===== config.mk =====
export PLATFORM = sky130hd
export DESIGN_NAME = imem_loader
export DESIGN_NICKNAME = d
export VERILOG_FILES = /design/src/rtl/imem_loader.sv
export SDC_FILE = /design/constraint.sdc
export NUM_CORES = 1
export LEC_CHECK = 0
export ABC_AREA = 1
export BUFFER_PORTS_ARGS = -buffer_cell sky130_fd_sc_hd__buf_2
export CORE_MARGIN = 8
export CORE_UTILIZATION = 55
export DETAILED_ROUTE_END_ITERATION = 8
export PLACE_DENSITY = 0.8
export SLEW_MARGIN = 20
export SYNTH_ARGS = -nofsm -noshare
export SYNTH_HDL_FRONTEND = slang
export SYNTH_SLANG_ARGS = --single-unit

===== constraint.sdc =====
create_clock -name clk_i -period 1.9 [get_ports clk_i]
set_clock_uncertainty 0.15 [all_clocks]
set_input_delay 0.38 -clock clk_i [delete_from_list [all_inputs] [get_ports clk_i]]
set_output_delay 0.38 -clock clk_i [all_outputs]
set_load 0.01 [all_outputs]

===== src/rtl/imem_loader.sv =====
// imem_loader: writer side of the instruction-memory interface.
// Takes a program image as a valid/ready byte stream, assembles little-endian
// 32-bit words, writes them to imem from word address 0 and holds the core in
// reset until the image is complete.
//
// Frame: LEN_LO, LEN_HI (word count N), N*4 data bytes LSB first, and one
// checksum byte (modulo-256 sum of data bytes) when CHECKSUM_EN is defined.
//
// Optional feature macro: CHECKSUM_EN (checksum byte and CHK state).
//
// Ports:
//   clk_i         system clock, rising edge
//   rst_n_i       synchronous active-low reset
//   rx_data_i     stream byte
//   rx_valid_i    stream byte valid
//   rx_ready_o    loader accepts a byte (LEN0, LEN1, DATA, CHK)
//   restart_i     1-cycle pulse: abort and restart the load
//   imem_we_o     imem write strobe (1-cycle pulse)
//   imem_addr_o   imem word address
//   imem_wdata_o  imem write data
//   cpu_rst_n_o   core reset, released only when the image loaded OK
//   busy_o        load in progress
//   done_o        image loaded OK (level)
//   err_o         image rejected (level)
module imem_loader #(
    parameter int ADDR_W = 8
) (
    input  logic              clk_i,
    input  logic              rst_n_i,
    input  logic [7:0]        rx_data_i,
    input  logic              rx_valid_i,
    output logic              rx_ready_o,
    input  logic              restart_i,
    output logic              imem_we_o,
    output logic [ADDR_W-1:0] imem_addr_o,
    output logic [31:0]       imem_wdata_o,
    output logic              cpu_rst_n_o,
    output logic              busy_o,
    output logic              done_o,
    output logic              err_o
);

    localparam logic [2:0] S_LEN0 = 3'd0;
    localparam logic [2:0] S_LEN1 = 3'd1;
    localparam logic [2:0] S_DATA = 3'd2;
    localparam logic [2:0] S_FIN  = 3'd3;
    localparam logic [2:0] S_DONE = 3'd4;
    localparam logic [2:0] S_ERR  = 3'd5;
`ifdef CHECKSUM_EN
    localparam logic [2:0] S_CHK  = 3'd6;
`endif

    localparam logic [16:0]       MAX_WORDS = 17'd1 << ADDR_W;
    localparam logic [ADDR_W:0]   CNT_ONE   = {{ADDR_W{1'b0}}, 1'b1};
    localparam logic [ADDR_W-1:0] ADDR_ONE  = {{(ADDR_W-1){1'b0}}, 1'b1};

    logic [2:0]        state_q, state_d;
    logic [7:0]        len_lo_q, len_lo_d;
    logic [ADDR_W:0]   nwords_q, nwords_d;
    logic [ADDR_W:0]   wcnt_q, wcnt_d;
    logic [1:0]        lane_q, lane_d;
    logic [23:0]       shift_q, shift_d;
    logic [ADDR_W-1:0] addr_q, addr_d;
    logic              we_q, we_d;
    logic [31:0]       wdata_q, wdata_d;
`ifdef CHECKSUM_EN
    logic [7:0]        sum_q, sum_d;
`endif

    logic        xfer;
    logic [15:0] n_full;

    assign xfer   = rx_valid_i & rx_ready_o;
    assign n_full = {rx_data_i, len_lo_q};

    always_comb begin
        state_d  = state_q;
        len_lo_d = len_lo_q;
        nwords_d = nwords_q;
        wcnt_d   = wcnt_q;
        lane_d   = lane_q;
        shift_d  = shift_q;
        addr_d   = addr_q;
        we_d     = 1'b0;
        wdata_d  = wdata_q;
`ifdef CHECKSUM_EN
        sum_d    = sum_q;
`endif
        // Address advances in the cycle the write pulse is out, so the
        // pulse always carries the address of the word being written.
        if (we_q) begin
            addr_d = addr_q + ADDR_ONE;
        end

        case (state_q)
            S_LEN0: begin
                if (xfer) begin
                    len_lo_d = rx_data_i;
                    state_d  = S_LEN1;
                end
            end
            S_LEN1: begin
                if (xfer) begin
                    if (n_full == 16'd0 || {1'b0, n_full} > MAX_WORDS) begin
                        state_d = S_ERR;
                    end else begin
                        nwords_d = n_full[ADDR_W:0];
                        state_d  = S_DATA;
                    end
                end
            end
            S_DATA: begin
                if (xfer) begin
                    lane_d = lane_q + 2'd1;
`ifdef CHECKSUM_EN
                    sum_d  = sum_q + rx_data_i;
`endif
                    if (lane_q == 2'd3) begin
                        we_d    = 1'b1;
                        wdata_d = {rx_data_i, shift_q};
                        wcnt_d  = wcnt_q + CNT_ONE;
                        if (wcnt_q + CNT_ONE == nwords_q) begin
`ifdef CHECKSUM_EN
                            state_d = S_CHK;
`else
                            state_d = S_FIN;
`endif
                        end
                    end else begin
                        shift_d = {rx_data_i, shift_q[23:8]};
                    end
                end
            end
`ifdef CHECKSUM_EN
            S_CHK: begin
                if (xfer) begin
                    state_d = (rx_data_i == sum_q) ? S_DONE : S_ERR;
                end
            end
`endif
            S_FIN:   state_d = S_DONE;
            S_DONE:  state_d = S_DONE;
            S_ERR:   state_d = S_ERR;
            default: state_d = S_LEN0;
        endcase

        // Restart wins over everything in the frame, including a word that
        // completes on this very edge: its write is suppressed.
        if (restart_i) begin
            state_d = S_LEN0;
            addr_d  = '0;
            lane_d  = '0;
            wcnt_d  = '0;
            we_d    = 1'b0;
`ifdef CHECKSUM_EN
            sum_d   = '0;
`endif
        end
    end

    always_ff @(posedge clk_i) begin
        if (!rst_n_i) begin
            state_q  <= S_LEN0;
            len_lo_q <= '0;
            nwords_q <= '0;
            wcnt_q   <= '0;
            lane_q   <= '0;
            shift_q  <= '0;
            addr_q   <= '0;
            we_q     <= 1'b0;
            wdata_q  <= '0;
`ifdef CHECKSUM_EN
            sum_q    <= '0;
`endif
        end else begin
            state_q  <= state_d;
            len_lo_q <= len_lo_d;
            nwords_q <= nwords_d;
            wcnt_q   <= wcnt_d;
            lane_q   <= lane_d;
            shift_q  <= shift_d;
            addr_q   <= addr_d;
            we_q     <= we_d;
            wdata_q  <= wdata_d;
`ifdef CHECKSUM_EN
            sum_q    <= sum_d;
`endif
        end
    end

    assign rx_ready_o   = !(state_q == S_FIN || state_q == S_DONE || state_q == S_ERR);
    assign busy_o       = !(state_q == S_DONE || state_q == S_ERR);
    assign done_o       = (state_q == S_DONE);
    assign err_o        = (state_q == S_ERR);
    assign cpu_rst_n_o  = (state_q == S_DONE);
    assign imem_we_o    = we_q;
    assign imem_addr_o  = addr_q;
    assign imem_wdata_o = wdata_q;

endmodule


==> out/metrics.yaml <==
run_status:
  status: "completed"
worst_setup_path:
  worst_ep_required_time_ps: 1370
  path_class: "reg2out"
  cp_max_fo: 6
  startpoint_type: "flop"
  worstSetupEndpointType: "primary output"
  crit_path_top_delay_cell: "dfxtp_2"
  arrival_ps: 1270
  critPathMaxStageDelay_ps: 400
  cp_common_cell: "inv_2"
  cp_cell_sequence: "inv_2 -> nand2_1 -> o21ai_2 -> inv_2 -> buf_2"
detailed_routing:
  wl_um: 9420
  drt_pre_antenna_iters: 5
  ant_nets: 0
  vias: 3707
  drc: 0
  wire_per_inst_um: 13.3
  drt_iter0_drc: 269
  viasPerCell: 5.23
timing:
  setup_ws_ps: 99.1
  finalSetupTns_ps: 0
  worstMarginPinSlew_ps: 452
  hold_viol: 0
  rsz0062_at_grt: "yes"
  layout_min_cycle_time_ps: 1800
  slew_viol_final: 0
  slew_headroom: 0.699
  max_clock_freq_ghz: 0.555
  setup_viol: 0
  finalCritPeriodShare: 0.948
synth:
  synth_cell_types: 32
  yosysSeqAreaShare: 0.480
  synth_warnings: 0
  postSynthCellCount: 550
  synthFlopType: "dfxtp_1"
  yosysTopAreaCell: "dfxtp_1"
  synthesis.area_sq_mm: 0.00400
  async_flop_share: 0
  avgSynthCellArea_sq_um: 7.28
  synth_top_area_share: 0.480
  yosys-top-cells-area: "dfxtp_1, nor2_1, nand2_1, nand3_1, a21oi_1"
  ys_ff_latch: 96
  synth_edf_count: 0
  synth_nets: 565
clock_network:
  post-cts-setup-buffers: 0
  root_buffer: "clkbuf_8"
  clock_path_buffers: 2
  path_clk_slew_ps: 90
  cts_tree: "built"
  h-tree-depth: 3
  cts_buffers: 9
  cts_sinks: 96
  clk_latency_ps: 360
placed_design:
  gp_congestion: 0.939
  dpl.hpwl_um: 6510
  port_buffers: 57
  place_area_sq_mm: 0.00435
  place_ws_ps: 77.4
finish:
  syn_to_final_growth_pct: 15.1
  final_cell_mix: "nor2_1, dfxtp_1, nand2_1, buf_2, nand3_1"
  num_antenna_cells: 0
  drive_gt1_frac: 0.192
  mostFrequentLayoutCell: "nor2_1"
  stdcell_area_sq_mm: 0.00461
  nNetsFinal: 620
floorplanning:
  pin_count: 58
  rows: 31
  die-width_um: 101
  core-area_sq_mm: 0.00714
  start_util: 0.561
  die_y_um: 101
  dieArea_sq_mm: 0.0103
power_and_ir_drop:
  ir_worst_vdd_v: 0.000379
  p_leak_uw: 0.00208
  p_per_area_mw_per_mm2: 774
global_route:
  grt_start_max_net_pins: 51
  antenna_found_initial: 0
  grt_pass1_wl_um: 16100
  grt-ovfl-total: 0
  track_usage: 0.192
  grt_pass1_vias: 3510
worst_hold_path:
  min_path_type: "in2reg"
job:
  max_cap_viol_count: 0
-- metrics by stage --
| stage | cells | utilization | total power, uW | hold slack, ps |
|---|---|---|---|---|
| floorplan | 550 | - | 2180 | 278 |
| global placement | 692 | 0.609 | 2240 | 295 |
| detailed placement | 692 | 0.609 | 2240 | 303 |
| CTS | 708 | 0.638 | 3590 | 157 |
| global route | 709 | 0.645 | 3700 | 172 |
| finish | 709 | 0.645 | 3570 | 172 |
-- worst paths after layout --
| kind | to | slack (ps) | from | cells past startpoint |
|---|---|---|---|---|
| max | rx_ready_o | 100 | state_q[1] | 5 |
| min | len_lo_q[6] | 170 | rx_data_i[6] | 3 |
| max reg2reg | state_q[2] | 110 | wcnt_q[0] | 11 |
| min reg2reg | shift_q[4] | 320 | shift_q[4] | 2 |
-- registers in the layout, indices dropped and copies added (netlist names), 2 cells and up --
register      count
imem_wdata_o     32
shift_q          24
nwords_q          9
len_lo_q          8
imem_addr_o       8
state_q           3
lane_q            2
wcnt_q            9
-- kinds of logic after synthesis --
group           synth area share
buf+inv                   0.0750
xor+xnor                 0.00219
flops                      0.480
simple gates               0.307
compound gates             0.123
mux                      0.00250
fa+ha+maj                0.00938
-- synth_stat cells, drive strengths merged (3+ instances only) --
cell type / n
a21oi: 38
a31oi: 3
buf: 16
clkbuf: 9
dfxtp: 96
ha: 3
inv: 40
nand2: 95
nand3: 43
nand4: 6
nor2: 130
nor3: 7
o21ai: 54
-- where the power goes --
| group | leakage [uW] | internal (uW) | switching [uW] |
|---|---|---|---|
| Clock | 0.0000982 | 621 | 746 |
| Combinational | 0.00121 | 47.7 | 104 |
| Sequential | 0.000777 | 2030 | 16.7 |
-- worst max-delay path, delay by kind of cell (launching register included) --
kind	cells	cell delay, ps
buffers and inverters	3	350
and+or+nand+nor	1	90
AOI/OAI and AO/OA	1	70
DFF	1	400
-- area by class of cell --
type / count / area (sq um)
clock buffer: 9 / 124
clock inverter: 7 / 83.8
fill: 671 / 2530
inverter: 41 / 156
multi-input combinational: 389 / 1820
sequential: 96 / 1930
tap: 99 / 124
timing repair buffer: 68 / 375
-- layer usage --
layer	vias up	track usage	wire length [um]
li1	1888	-	-
met1	1691	0.251	4460
met2	116	0.297	4210
met3	12	0.0447	613
met4	0	0.0790	136
met5	-	0	0
-- timing repair --
item / 4_1_cts / 5_1_grt
hold buffers: 0 / 0
cloned: 0 / 1
pin swaps: 0 / 2
setup endpoints to repair: 1 / 7
gates resized for setup: 1 / 14
No activity file was read; power rests on OpenSTA's default activity.
